==> src/rtl/mmu_controller.sv <==
// rtl/mmu_controller.sv - CPU load/store/fetch port to word-wide synchronous RAM with byte lanes.
// Optional MMU_MISALIGN_TRAP_EN turns misaligned half/word accesses into faults instead of aligning them.
module mmu_controller #(
  parameter int          MEM_WORDS = 4096,
  parameter logic [31:0] BASE_ADDR = 32'h0000_0000
) (
  input  logic                         clk,
  input  logic                         reset_n,
  input  logic                         mmu_write_enable,
  input  logic                         mmu_read_enable,
  input  logic                         mmu_mem_signed_read,
  input  logic [1:0]                   mmu_mem_data_width,
  input  logic [31:0]                  mmu_address,
  input  logic [31:0]                  mmu_data_in,
  output logic [31:0]                  mmu_data_out,
  output logic                         mmu_mem_ready,
  output logic                         mmu_fault,
  output logic [$clog2(MEM_WORDS)-1:0] ram_addr,
  output logic [31:0]                  ram_wdata,
  output logic [3:0]                   ram_we,
  input  logic [31:0]                  ram_rdata
);

  localparam int          AW    = $clog2(MEM_WORDS);
  localparam logic [32:0] LIMIT = 33'(MEM_WORDS) << 2;

  typedef enum logic [1:0] {IDLE, ACCESS, RESP} state_t;
  state_t state, state_next;

  logic        req;
  logic [31:0] rel;
  logic [1:0]  off_raw, off_eff;
  logic        misalign, req_fault;
  logic [3:0]  lane_we;
  logic [31:0] lane_wdata;

  logic        is_write, signed_q, fault_q;
  logic [1:0]  width_q, off_q;
  logic [31:0] shifted, load_data;

  assign req     = mmu_write_enable | mmu_read_enable;
  assign rel     = mmu_address - BASE_ADDR;
  assign off_raw = mmu_address[1:0];

  always_comb begin
    state_next = state;
    case (state)
      IDLE:    if (req) state_next = ACCESS;
      ACCESS:  state_next = RESP;
      RESP:    state_next = IDLE;
      default: state_next = IDLE;
    endcase
  end

  always_ff @(posedge clk or negedge reset_n) begin
    if (!reset_n) state <= IDLE;
    else          state <= state_next;
  end

  // Request decode: alignment policy, fault causes and lane placement.
  always_comb begin
    misalign = 1'b0;
    off_eff  = off_raw;
`ifdef MMU_MISALIGN_TRAP_EN
    misalign = ((mmu_mem_data_width == 2'd1) && off_raw[0]) ||
               ((mmu_mem_data_width == 2'd2) && (off_raw != 2'd0));
`else
    if (mmu_mem_data_width == 2'd1) off_eff = {off_raw[1], 1'b0};
    if (mmu_mem_data_width == 2'd2) off_eff = 2'd0;
`endif
    req_fault = misalign || (mmu_mem_data_width == 2'd3) || ({1'b0, rel} >= LIMIT);

    lane_we    = 4'b0000;
    lane_wdata = mmu_data_in;
    case (mmu_mem_data_width)
      2'd0: begin
        lane_we    = 4'b0001 << off_eff;
        lane_wdata = {4{mmu_data_in[7:0]}};
      end
      2'd1: begin
        lane_we    = 4'b0011 << off_eff;
        lane_wdata = {2{mmu_data_in[15:0]}};
      end
      2'd2:    lane_we = 4'b1111;
      default: lane_we = 4'b0000;
    endcase
  end

  always_comb begin
    shifted   = ram_rdata >> {off_q, 3'b000};
    load_data = shifted;
    case (width_q)
      2'd0: load_data = signed_q ? {{24{shifted[7]}}, shifted[7:0]} : {24'd0, shifted[7:0]};
      2'd1: load_data = signed_q ? {{16{shifted[15]}}, shifted[15:0]} : {16'd0, shifted[15:0]};
      default: load_data = shifted;
    endcase
  end

  // The RAM address and write strobes are registered at the request edge so they
  // are presented during ACCESS; ready/fault are registered at the RESP edge.
  always_ff @(posedge clk or negedge reset_n) begin
    if (!reset_n) begin
      mmu_data_out  <= 32'd0;
      mmu_mem_ready <= 1'b0;
      mmu_fault     <= 1'b0;
      ram_addr      <= '0;
      ram_wdata     <= 32'd0;
      ram_we        <= 4'b0000;
      is_write      <= 1'b0;
      signed_q      <= 1'b0;
      fault_q       <= 1'b0;
      width_q       <= 2'd0;
      off_q         <= 2'd0;
    end else begin
      mmu_mem_ready <= 1'b0;
      mmu_fault     <= 1'b0;
      case (state)
        IDLE: if (req) begin
          is_write  <= mmu_write_enable;
          signed_q  <= mmu_mem_signed_read;
          width_q   <= mmu_mem_data_width;
          off_q     <= off_eff;
          fault_q   <= req_fault;
          ram_addr  <= rel[AW+1:2];
          ram_wdata <= lane_wdata;
          ram_we    <= (mmu_write_enable && !req_fault) ? lane_we : 4'b0000;
        end
        ACCESS: ram_we <= 4'b0000;
        RESP: begin
          mmu_mem_ready <= 1'b1;
          mmu_fault     <= fault_q;
          if (fault_q)       mmu_data_out <= 32'd0;
          else if (!is_write) mmu_data_out <= load_data;
        end
        default: ;
      endcase
    end
  end

endmodule

==> config.mk <==
export PLATFORM = sky130hd
export DESIGN_NAME = mmu_controller
export DESIGN_NICKNAME = d
export VERILOG_FILES = /design/src/rtl/mmu_controller.sv
export SDC_FILE = /design/constraint.sdc
export NUM_CORES = 1
export LEC_CHECK = 0
export BUFFER_PORTS_ARGS = -buffer_cell sky130_fd_sc_hd__buf_2
export CORE_ASPECT_RATIO = 1.4
export CORE_UTILIZATION = 48
export CTS_CLUSTER_DIAMETER = 80
export CTS_CLUSTER_SIZE = 10
export DETAILED_ROUTE_END_ITERATION = 10
export PLACE_DENSITY = 0.8
export SETUP_SLACK_MARGIN = 0.2
export SKIP_LAST_GASP = 1
export SYNTH_ARGS = -nofsm -noshare
export SYNTH_HDL_FRONTEND = slang
export SYNTH_SLANG_ARGS = --single-unit
==> constraint.sdc <==
create_clock -name clk -period 2.5 [get_ports clk]
set_clock_uncertainty 0.1 [all_clocks]
set_input_delay 0.5 -clock clk [delete_from_list [all_inputs] [get_ports clk]]
set_output_delay 0.5 -clock clk [all_outputs]
set_load 0.01 [all_outputs]
## After elaboration in Yosys (flattened, before gate mapping)

Cells that the tools add are included.

| word-level totals | value |
|---|---|
| flip-flop bits (word level) | 91 |
| bits in latches | 0 |
| RAM bits | 0 |
| memory bits (read-only) | 0 |
| input port bits | 103 |
| output and inout bits | 82 |
| word-level logic and storage cells | 51 |
| memories kept | 0 |

| operators by class | value |
|---|---|
| add/sub/neg operators | 0 |
| multiply operators | 0 |
| divide/modulo/power cells | 0 |
| order comparisons | 1 |
| equal/unequal tests | 8 |
| shift-type cells | 3 |
| mux-type cells | 16 |
| bitwise logic cells | 1 |
| reduce and logical (&&, ||, !) cells | 10 |

Operators with widths:

| operator | number |
|---|---|
| 32-bit 2-to-1 mux | 4 |
| 32-bit one-hot mux with 2 select lines | 2 |
| 32-bit by 15-bit >= comparator with 1-bit output, second input constant | 1 |
| 32-bit by 5-bit right shift with 32-bit output | 1 |
| 4-bit one-hot mux with 3 select lines | 1 |
| 4-bit 2-to-1 mux | 2 |
| 4-bit one-hot mux with 2 select lines | 1 |
| 2-bit by 1-bit equality test with 1-bit output, second input constant | 3 |
| 2-bit equality test, second input constant | 3 |
| 2-bit zero test | 3 |
| 2-bit AND reduction | 3 |
| 2-bit 2-to-1 mux | 2 |
| 2-bit one-hot mux with 2 select lines | 1 |
| 1-bit by 2-bit << shifter with 4-bit output, first input constant | 1 |
| 2-bit by 2-bit << shifter with 4-bit output, first input constant | 1 |
| 1-bit 2-to-1 mux | 3 |
| 2-bit by 1-bit inequality test with 1-bit output, second input constant | 1 |
| 2-bit inequality test, second input constant | 1 |
| 2-bit nonzero test | 1 |
| 1-bit logical AND | 1 |
| 1-bit zero test | 1 |
| 1-bit logical OR | 1 |
| 1-bit OR | 1 |

## Depth between registers and ports, before layout

| depth | value |
|---|---|
| depth in word-level cells | 8 |
| depth in mapped cells | 7 |
| mapped depth without buffers | 5 |

## Worst setup path before layout

Ideal clock, no wire load.

| timing | value |
|---|---|
| path kind | reg2reg |
| from | register off_q[0] |
| to | register mmu_data_out[16] |
| setup time | 0.126 ns |
| arrival | 1.765 ns |
| data required time | 2.274 ns |
| setup slack | 0.509 ns |
| stages on the path, launching flop included | 8 |
| path buffers | 3 |
| clock period less this slack | 1.991 ns |
| path through | dfrtp_1 -> buf_6 -> mux2_4 -> or3b_1 -> and4_1 -> buf_6 -> buf_6 -> a221o_1 |

| on the way | value |
|---|---|
| longest elaborated chain between the ends | 5 |
| elaborated cells on any way between the ends | 6 |
| those cells by class | shift: 1; mux: 5 |

Ends and longest elaborated chain:

| what | line | source |
|---|---|---|
| start: declaration | 38 | `logic [1:0] width_q, off_q;` |
| start signal: assignment | 113 | `off_q <= 2'd0;` |
| start signal: assignment | 122 | `off_q <= off_eff;` |
| 32-bit by 5-bit right shift with 32-bit output (*) | 90 | `shifted = ram_rdata >> {off_q, 3'b000};` |
| 32-bit 2-to-1 mux (on tied branches) | 94, 93 |  |
| 32-bit one-hot mux with 2 select lines (*) | 92 | `case (width_q)` |
| 32-bit 2-to-1 mux (*) | 133 | `else if (!is_write) mmu_data_out <= load_data;` |
| 32-bit 2-to-1 mux (*) | 132 | `if (fault_q) mmu_data_out <= 32'd0;` |
| end signal: assignment | 133 |  |
| end: declaration | 15 | `output logic [31:0] mmu_data_out,` |

Every way passes the cells marked *; elsewhere a longest branch is shown, timed or not. The select of a mux whose other input is x is not followed.
A chain may end at the register's enable or synchronous reset.

## Worst setup path after layout

| timing | value |
|---|---|
| from | register fault_q |
| to | register mmu_data_out[16] |

| on the way | value |
|---|---|
| longest elaborated chain between the ends | 2 |
| elaborated cells on any way between the ends | 3 |
| those cells by class | eq/ne: 1; mux: 1; reduce/logical: 1 |

Ends and longest elaborated chain:

| what | line | source |
|---|---|---|
| start: declaration | 37 | `logic is_write, signed_q, fault_q;` |
| start signal: assignment | 123 | `fault_q <= req_fault;` |
| 2-bit by 1-bit inequality test with 1-bit output (no line) | - |  |
| 2-bit AND reduction (no line) | - |  |

Several ways; a longest one is shown, not always the timed one.

==> metrics.txt <==
Setup crit end kind=flop; layout net count=724; DIE AREA=9460 um^2; fmax=468 MHz; area grow syn2layout=29.8%; Initial Util=0.500; Combinational Power Share=0.417; TritonCTS buffer count=9; final WL=11.8 mm; Area after DPL=5340 um^2; pin count of the biggest net entering global routing=57; critical path fanouts, max=16; PortBufs=184; Design Area, Final=5650 um^2; clock power share=0.214; routed vias/inst=5.53; biggest area consumer among synthesized cells=dfrtp_1; hold buffers post-CTS=0; Gate Count Post-Synth=450; RSZ-0062 raised after global routing=false; switching share of power=0.383; static leakage=0.00300 uW; Internal Power=4100 uW; min-delay worst type=input port to asynchronous set/reset pin; total core area=8710 um^2; critical path data required time=2.67 ns; Die Y=115 um; Max Slew Vio Count=0; crit start category=flop; vias in the first global route=3,953; post-DR wirelength/cell=16.1 um; Via Count=4,036; Unique masters post-synth=39; GPL Wtd Cong=0.821; Max VDD drop=0.581 mV; Final Hold Viols=0; Syn. warnings=0; area of the mapped netlist=4350 um^2; gr usage total=0.261; CTS tree=done; setup_tns=0 ns; Synth top area share=0.523; worst setup path class=flop to flop; CP Data Arrival Time=2.31 ns; sequential fraction of design power=0.370; Iter 0 DRT Violations=134; Synth Flop Type=dfrtp_1; synthesized flop and latch total=91; grt total ovfl=0; most area-consuming cells after synthesis=dfrtp_1 52%, nand2_1 9.6%, mux2i_1 9.2%, o21ai_0 6.1%, a221o_1 3.7%; outcome=completed; clk root buf=clkbuf_16; DRC=0; Resized cells post-CTS=0; number of synthesized flops with an enable pin=0; Final ANT Viol Nets=0; dpl hpwl=8.83 mm; Synth Area per Inst=9.67 um^2; H-tree Lvls=3; num rows=40; Psw=2540 uW; initial antenna violation count=0; clk sinks=91; Final Cycle Share=0.855; Clock Latency Late Sink=0.34 ns; Setup Buffers After CTS=0; Async S/R FF share, synth=1.00; Worst-Margin Slew=0.790 ns; Max Buffers Root-to-Sink=2; PwrDens=1170 nW/um^2; Ant. Diodes=0; io pins=185; relative max-transition margin=0.473; sequential area share after synthesis=0.523; layout cells sized above 1=0.355; first-pass GRT wire length=18.4 mm; Clock transition at path regs=0.06 ns; Final min period=2.14 ns; final setup fails=0; drt first pass iters=4; Syn Nets=553; die width=82.5 um; max cap viols=0
[registers in the layout, indices dropped and copies added, names as in the netlist]
register	count
is_write	1
mmu_data_out	32
off_q	2
ram_wdata	32
mmu_fault	1
mmu_mem_ready	1
ram_addr	12
fault_q	1
signed_q	1
ram_we	4
state	2
width_q	2
[metrics by stage]
step / std cells / power [uW] / hold WS [ns] / util / setup slack (ns)
global route: 730 / 7100 / 0.104 / 0.649 / 0.247
detailed placement: 715 / 5260 / 0.362 / 0.613 / 0.341
finish: 730 / 6640 / 0.0600 / 0.649 / 0.362
floorplan: 450 / 4180 / 0.104 / - / 0.509
CTS: 730 / 6690 / 0.0741 / 0.649 / 0.368
global placement: 715 / 5130 / 0.354 / 0.613 / 0.404
[cells in the mapped netlist (3+ instances only)]
master / count
a21oi_1: 27
dfrtp_1: 91
o21ai_0: 53
inv_1: 6
buf_6: 5
nor2_1: 21
nand2_1: 111
clkbuf_1: 23
nand3b_1: 8
o31ai_1: 3
nand3_1: 4
a221o_1: 16
buf_2: 3
mux2i_1: 40
mux2_2: 7
nor4_1: 4
[metal layers]
metal,up-vias,GRT usage,routed length (um)
met1,1929,0.299,4630
li1,1903,-,-
met5,-,0,0
met3,24,0.0677,887
met4,0,0.117,302
met2,180,0.446,5940
[worst max-delay path, cell delays in order (launching register included)]
cell     delay [ns]
dfrtp_1        0.42
or4b_4         0.54
nor3b_1        0.24
and4_1         0.57
a221o_1        0.20
[cell usage in the layout, fill, tap and decap left out, drive strengths merged, types with 3 or more instances in the layout]
master,count
o21ai,55
dfrtp,91
nor2,21
buf,194
nand3b,8
inv,6
mux2,8
o31ai,3
nand2,111
nand3,4
clkbuf,11
a221o,16
mux2i,40
a21oi,27
nor4,4
[cell families (layout without fill, tap and decap cells)]
| group | after synthesis | count (layout) | synth area share |
|---|---|---|---|
| AO/OA/AOI/OAI | 106 | 106 | 0.145 |
| buffers and inverters | 40 | 215 | 0.0443 |
| flip-flops | 91 | 91 | 0.523 |
| multiplexers | 49 | 49 | 0.119 |
| AND/OR/NAND/NOR | 164 | 164 | 0.168 |
[layout make-up]
class                      instances  area, um^2
timing repair buffer             194        1010
clock buffer                      11         233
fill                             728        3060
clock inverter                     4        76.3
multi-input combinational        319        1900
inverter                           6        22.5
sequential                        91        2280
tap                              105         131
[power by group through the flow]
stage / logic, uW / registers (uW) / clock network, uW
4_1_cts: 2790 / 2450 / 1450
6_report: 2770 / 2450 / 1420
3_5_place_dp: 2790 / 2470 / 0
2_1_floorplan: 1490 / 2690 / 0
5_1_grt: 3080 / 2520 / 1500
3_3_place_gp: 2690 / 2440 / 0
[final timing paths]
| kind | cells after the start | to | slack [ns] | startpoint |
|---|---|---|---|---|
| max | 4 | mmu_data_out[16] | 0.36 | fault_q |
| min | 1 | ram_wdata[5] | 0.06 | reset_n |
| max reg2reg | 4 | mmu_data_out[16] | 0.36 | fault_q |
| min reg2reg | 2 | ram_addr[3] | 0.37 | ram_addr[3] |
| max in group asynchronous | 2 | mmu_data_out[0] | 1.59 | reset_n |
| min in group clk | 3 | ram_addr[3] | 0.25 | mmu_address[5] |
Power figures use the tool's default switching activity.
